### config.mk
export PLATFORM = sky130hd
export DESIGN_NAME = ps2_rx_fifo
export DESIGN_NICKNAME = d
export VERILOG_FILES = /design/src/rtl/ps2_pkg.sv /design/src/rtl/ps2_fifo.sv /design/src/rtl/ps2_rx_fifo.sv
export SDC_FILE = /design/constraint.sdc
export NUM_CORES = 1
export LEC_CHECK = 0
export ABC_AREA = 1
export BUFFER_PORTS_ARGS = -buffer_cell sky130_fd_sc_hd__buf_2
export CORE_MARGIN = 2
export CORE_UTILIZATION = 55
export CTS_CLUSTER_DIAMETER = 40
export DETAILED_ROUTE_END_ITERATION = 10
export PLACE_DENSITY = 0.69
export SKIP_LAST_GASP = 1
export SLEW_MARGIN = 30
export SYNTH_ARGS = -nofsm -noshare
export SYNTH_HDL_FRONTEND = slang
export SYNTH_SLANG_ARGS = --single-unit
### constraint.sdc
create_clock -name clk -period 4.8 [get_ports clk]
set_input_delay 0.48 -clock clk [delete_from_list [all_inputs] [get_ports clk]]
set_output_delay 0.48 -clock clk [all_outputs]
set_load 0.005 [all_outputs]
### src/rtl/ps2_pkg.sv
// Shared types and PS/2 frame constants for the keyboard receive path.
package ps2_pkg;

  typedef enum logic [1:0] {
    IDLE = 2'd0,
    RECV = 2'd1,
    PUSH = 2'd2
  } ps2_state_e;

  localparam int PS2_FRAME_BITS = 11;
  localparam int PS2_STOP_IDX   = 10;
  localparam int PS2_PAR_IDX    = 9;

  // Data bits plus the parity bit must hold an odd number of ones.
  function automatic logic odd_parity_ok(input logic [PS2_PAR_IDX-1:0] bits);
    return ^bits;
  endfunction

endpackage

### src/rtl/ps2_fifo.sv
// Scan-code FIFO: circular buffer with wrapping pointers, occupancy count and
// first-word fall-through head (0x00 while empty).
module ps2_fifo #(
  parameter int DEPTH = 8
) (
  input  logic                     clk,
  input  logic                     nreset,
  input  logic                     wr,
  input  logic [7:0]               wdata,
  input  logic                     rd,
  output logic [7:0]               q,
  output logic                     empty,
  output logic                     full,
  output logic [$clog2(DEPTH):0]   count
);

  localparam int AW = $clog2(DEPTH);
  localparam int CW = AW + 1;

  logic [7:0]    mem [DEPTH];
  logic [AW-1:0] wr_ptr;
  logic [AW-1:0] rd_ptr;
  logic          rd_ok;
  logic          wr_ok;

  assign empty = (count == '0);
  assign full  = (count == CW'(DEPTH));
  assign rd_ok = rd & ~empty;
  // A pop in the same cycle frees the slot, so a full FIFO still accepts.
  assign wr_ok = wr & (~full | rd_ok);
  assign q     = empty ? 8'h00 : mem[rd_ptr];

  always_ff @(posedge clk) begin
    if (wr_ok) mem[wr_ptr] <= wdata;
  end

  always_ff @(posedge clk) begin
    if (!nreset) begin
      wr_ptr <= '0;
      rd_ptr <= '0;
      count  <= '0;
    end else begin
      if (wr_ok) wr_ptr <= AW'(wr_ptr + 1'b1);
      if (rd_ok) rd_ptr <= AW'(rd_ptr + 1'b1);
      case ({wr_ok, rd_ok})
        2'b10:   count <= CW'(count + 1'b1);
        2'b01:   count <= CW'(count - 1'b1);
        default: count <= count;
      endcase
    end
  end

endmodule

### src/rtl/ps2_rx_fifo.sv
// PS/2 keyboard receiver with scan-code FIFO and push interrupt.
// Optional build macro: PS2_PARITY_CHECK_EN rejects frames with bad odd parity.
//
// state | meaning
// IDLE  | waiting for a start bit (falling bit edge with data low)
// RECV  | shifting data and parity, checking stop bit, timeout armed
// PUSH  | one cycle: write byte to FIFO and pulse irq, or flag overflow
module ps2_rx_fifo
  import ps2_pkg::*;
#(
  parameter int FIFO_DEPTH     = 8,
  parameter int FILTER_LEN     = 4,
  parameter int TIMEOUT_CYCLES = 50000
) (
  input  logic                          clk,
  input  logic                          nreset,
  input  logic                          ps2c,
  input  logic                          ps2d,
  input  logic                          rd,
  input  logic                          clr,
  output logic [7:0]                    q,
  output logic                          empty,
  output logic [$clog2(FIFO_DEPTH):0]   count,
  output logic                          overflow,
  output logic                          frame_err,
  output logic                          irq
);

  localparam int FW = $clog2(FILTER_LEN + 1);
  localparam int TW = $clog2(TIMEOUT_CYCLES + 1);

  logic [1:0]             c_sync;
  logic [1:0]             d_sync;
  logic                   c_filt;
  logic                   c_filt_d;
  logic [FW-1:0]          flt_cnt;
  logic                   bit_edge;
  logic                   bit_val;

  ps2_state_e             state, state_nxt;
  logic [3:0]             bit_cnt, bit_cnt_nxt;
  logic [PS2_PAR_IDX-1:0] shreg, shreg_nxt;
  logic [TW-1:0]          tmr, tmr_nxt;
  logic                   push;
  logic                   ferr_set;
  logic                   par_ok;

  logic                   full;
  logic                   rd_pop;
  logic                   drop;

  // Synchronisers and filter idle high so reset never fakes a bit edge.
  always_ff @(posedge clk) begin
    if (!nreset) begin
      c_sync   <= 2'b11;
      d_sync   <= 2'b11;
      c_filt   <= 1'b1;
      c_filt_d <= 1'b1;
      flt_cnt  <= '0;
    end else begin
      c_sync   <= {c_sync[0], ps2c};
      d_sync   <= {d_sync[0], ps2d};
      c_filt_d <= c_filt;
      if (c_sync[1] == c_filt) begin
        flt_cnt <= '0;
      end else if (flt_cnt == FW'(FILTER_LEN - 1)) begin
        c_filt  <= c_sync[1];
        flt_cnt <= '0;
      end else begin
        flt_cnt <= FW'(flt_cnt + 1'b1);
      end
    end
  end

  assign bit_edge = c_filt_d & ~c_filt;
  assign bit_val  = d_sync[1];

`ifdef PS2_PARITY_CHECK_EN
  assign par_ok = odd_parity_ok(shreg);
`else
  assign par_ok = 1'b1;
`endif

  always_comb begin
    state_nxt   = state;
    bit_cnt_nxt = bit_cnt;
    shreg_nxt   = shreg;
    tmr_nxt     = tmr;
    push        = 1'b0;
    ferr_set    = 1'b0;
    case (state)
      IDLE: begin
        if (bit_edge && !bit_val) begin
          state_nxt   = RECV;
          bit_cnt_nxt = 4'd1;
          tmr_nxt     = TW'(TIMEOUT_CYCLES - 1);
        end
      end
      RECV: begin
        if (bit_edge) begin
          tmr_nxt = TW'(TIMEOUT_CYCLES - 1);
          if (bit_cnt == 4'(PS2_STOP_IDX)) begin
            if (bit_val && par_ok) begin
              state_nxt = PUSH;
            end else begin
              ferr_set  = 1'b1;
              state_nxt = IDLE;
            end
          end else begin
            shreg_nxt   = {bit_val, shreg[PS2_PAR_IDX-1:1]};
            bit_cnt_nxt = bit_cnt + 4'd1;
          end
        end else if (tmr == '0) begin
          ferr_set  = 1'b1;
          state_nxt = IDLE;
        end else begin
          tmr_nxt = TW'(tmr - 1'b1);
        end
      end
      PUSH: begin
        push      = 1'b1;
        state_nxt = IDLE;
      end
      default: state_nxt = IDLE;
    endcase
  end

  always_ff @(posedge clk) begin
    if (!nreset) begin
      state   <= IDLE;
      bit_cnt <= '0;
      shreg   <= '0;
      tmr     <= '0;
    end else begin
      state   <= state_nxt;
      bit_cnt <= bit_cnt_nxt;
      shreg   <= shreg_nxt;
      tmr     <= tmr_nxt;
    end
  end

  assign rd_pop = rd & ~empty;
  assign drop   = push & full & ~rd_pop;
  assign irq    = push & (~full | rd_pop);

  always_ff @(posedge clk) begin
    if (!nreset) begin
      overflow  <= 1'b0;
      frame_err <= 1'b0;
    end else if (clr) begin
      overflow  <= 1'b0;
      frame_err <= 1'b0;
    end else begin
      if (drop)     overflow  <= 1'b1;
      if (ferr_set) frame_err <= 1'b1;
    end
  end

  ps2_fifo #(
    .DEPTH (FIFO_DEPTH)
  ) u_fifo (
    .clk    (clk),
    .nreset (nreset),
    .wr     (push),
    .wdata  (shreg[7:0]),
    .rd     (rd),
    .q      (q),
    .empty  (empty),
    .full   (full),
    .count  (count)
  );

endmodule

==> key figures <==
Finish
  • Final #Nets: 599
  • # diodes: 0
  • P&R area growth vs syn: 14.2%
  • Share of cells above drive strength 1: 11.7%

Setup path
  • CP max stage delay: 0.65 ns
  • Buf/Inv on CP: 3
  • Reg2Reg Setup Slack: 2.43 ns
  • Reg2reg end: u_fifo.mem[6][2]$_DFFE_PP_
  • Worst r2r src: u_fifo.count[0]$_SDFFE_PN0P_
  • CP endpoint kind: output pin
  • Most frequent CP cell: o21ai_0
  • CP required: 4.32 ns
  • Cells along the critical path: buf_4, inv_1, o21ai_0, o22ai_1, o21ai_0, a31oi_1, buf_2
  • Slowest CP cell: inv_1
  • Delay-heaviest family, CP: buffers and inverters
  • Crit path kind: reg -> out
  • R2R cell count: 10
  • Critical Path AT: 2.53 ns
  • CP Max Fanout: 33
  • Crit start category: flip-flop

GRT
  • GRT Overall Usage: a little over a fifth
  • First-pass GRT wire length: 17000 um
  • Gr ovfl total: 0
  • Initial antenna violation count: 0
  • Number of global-route vias before repair: 3660
  • Largest net degree at the start of global routing: 34

Place
  • Port Buffers: 21
  • GPL Wtd Cong: 0.852
  • Setup WS pre-CTS: 2.29 ns
  • Dpl hpwl: 6860 um

Timing
  • Final Max Slew Viols: 0
  • Setup-failing EPs final: 0
  • Fmax: roughly 0.33 GHz
  • Setup TNS: 0 ns
  • Minimum clock period: 3.01 ns
  • Slew headroom: between 40 and 50%
  • Clock skew: 0.00978 ns
  • RSZ-0062 raised after global routing: no
  • Period utilisation layout: 62.8%
  • Final Hold Viols: 0
  • Worst Max-Slew Pin Slew: about 0.83 ns
  • Final setup margin: about 1.8 ns

Clocking
  • Clock buffer depth: 2
  • Hold Buf Count CTS: 0
  • CTS tree: built
  • Clock Latency Late Sink: 0.50 ns
  • H-tree depth: 4
  • Inserted Clock Buffers: 17
  • Clock slew at reported path FFs: 0.05 ns
  • Post-cts sizing count: 0
  • Postcts setup bufs: 0
  • Sink Count: approximately 120
  • Root buf cell: clkbuf_8

Worst hold path
  • Hold depth: 2
  • HP Start: ps2d
  • Hold Path Class: in -> reg
  • Hold path endpoint: d_sync[0]$_SDFF_PN1_

Floorplanning
  • Die width: 100 um
  • Core area: 9110 um2
  • Initial Util: 56.0%
  • Die footprint: 10100 um2
  • Ports: 22
  • Die Y: between 100 and 150 um
  • FP Rows: 35

Outcome
  • Status: finished clean

Pwr
  • PwrDens: between 300 and 400 nW/um2
  • Logic pwr share: less than 1%
  • Sequential Power Share: around 47%
  • Pleak: about 2.5 nW
  • Sw Pwr: 0.000417 W
  • Max VDD drop: 0.000255 V
  • Clock share of power: 52.3%
  • Switching Fraction: 18.4%
  • Internal power: 0.00185 W

Synth
  • Count of different cell masters after synthesis: 34
  • Area leader, netlist: edfxtp_1
  • Post-synthesis register bit count: 119
  • Syn Std Cell Area: 5100 um2
  • Syn nets: ~580
  • Post-synth EDFFs: 64
  • Synth Instances: 562
  • Post-synth ARST share: 0%
  • Total of warnings raised by yosys: 0
  • Average size of a mapped cell: between 9 and 10 um2
  • Top FF cell, synth: edfxtp_1
  • Synth top area cells: edfxtp_1 38%, dfxtp_1 22%, nor2_1 8.2%
  • Post-synthesis sequential area ratio: 59.2%
  • Yosys top cell area share: between 30% and 40%

Routing
  • WL final: ~10000 um
  • Wire per inst: 14.3 um
  • ANT nets after route: 0
  • DR pass1 iterations: 4
  • Drc violations: 0
  • DR iter-0 viols: 249
  • Via/cell ratio: 5.35
  • Vias: 3793

Flow run
  • Max_cap viols: 0
cell usage in the layout (no fill, tap or decap), types with 9 or more instances in the layout:
cell,instances
a21oi_1,29
nand2_1,69
buf_2,21
o21ai_0,68
dfxtp_1,55
nand3_1,24
clkbuf_16,16
a31oi_1,9
nor2_1,111
inv_1,56
edfxtp_1,64
metrics by stage:
step	utilization [%]	total power, W	std cells	cell area [um2]	hold slack (ns)
floorplan	-	0.00110	562	5100	0.393
global placement	57.9	0.00110	677	5270	0.397
detailed placement	57.9	0.00110	677	5270	0.407
CTS	64.0	0.00228	709	5830	0.151
global route	64.0	0.00233	709	5830	0.149
finish	64.0	0.00227	709	5830	0.168
metal layers:
| layer | wire length [um] | track usage (%) |
|---|---|---|
| met5 | 0 | 0 |
| met1 | 4550 | 27.1 |
| met2 | 5000 | 37.0 |
| met3 | 397 | 5.92 |
| met4 | 165 | 8.01 |
power groups by stage:
stage	Clock, W	Sequential, W	Combinational [W]
floorplan	0	0.00109	0.00000992
CTS	0.00120	0.00107	0.0000147
finish	0.00118	0.00107	0.0000145
detailed placement	0	0.00109	0.0000146
global route	0.00125	0.00107	0.0000166
global placement	0	0.00109	0.0000143
cells in the mapped netlist (2+ instances only):
cell type / n
o22ai_1: 8
xor2_1: 3
nand2_2: 4
nand2_4: 2
ha_1: 8
buf_2: 2
nor2_1: 111
nand2_1: 69
nand3_1: 24
dfxtp_1: 55
or2_2: 6
edfxtp_1: 64
nor2_2: 3
o211ai_1: 2
inv_1: 56
nand4_1: 5
nand3b_1: 2
a21oi_1: 29
clkbuf_1: 12
nor3_2: 2
nor3_1: 3
o21ai_0: 68
buf_6: 2
a31oi_1: 9
inv_2: 4
worst register-to-register path, delay by kind of cell, from the launching register on:
family                 cells  cell delay, ns
buffers and inverters      3            0.25
AND/OR/NAND/NOR            7            1.29
flip-flops                 1            0.45
how the worst max path moves through the flow:
stage / slack [ns] / end / depth (start not counted) / startpoint
after floorplan: 2.90 / u_fifo.mem[0][0]$_DFFE_PP_ / 10 / u_fifo.count[0]$_SDFFE_PN0P_
after global placement: 2.35 / q[1] / 7 / flip-flop
after detailed placement: 2.29 / q[1] / 7 / flip-flop
after CTS: 1.75 / q[1] / 7 / flip-flop
after global routing: 1.51 / q[7] / 7 / flip-flop
final: 1.79 / q[1] / 7 / flip-flop
flip-flops by register name, indices dropped and copies added, names as in the netlist, named ones only:
signal / count
bit_cnt: 4
c_filt: 1
c_filt_d: 1
c_sync: 2
d_sync: 2
flt_cnt: 3
frame_err: 1
overflow: 1
shreg: 9
state: 2
tmr: 16
u_fifo.count: 4
u_fifo.mem: 64
u_fifo.rd_ptr: 3
u_fifo.wr_ptr: 3
kinds of logic after synthesis:
kind of cell / synth area share [%]
AO/OA/AOI/OAI: 12.5
adder cells (fa/ha/maj): 1.96
AND/OR/NAND/NOR: 19.7
XOR/XNOR: 0.515
flip-flops: 59.2
buffers and inverters: 6.10
area by class of cell:
class	instances	area, um2
clock buffer	20	425
clock inverter	12	134
fill	752	3280
inverter	60	225
multi-input combinational	365	1770
sequential	119	3020
tap	111	139
timing repair buffer	22	113
Note: power is estimated with default switching activity, not from simulation.
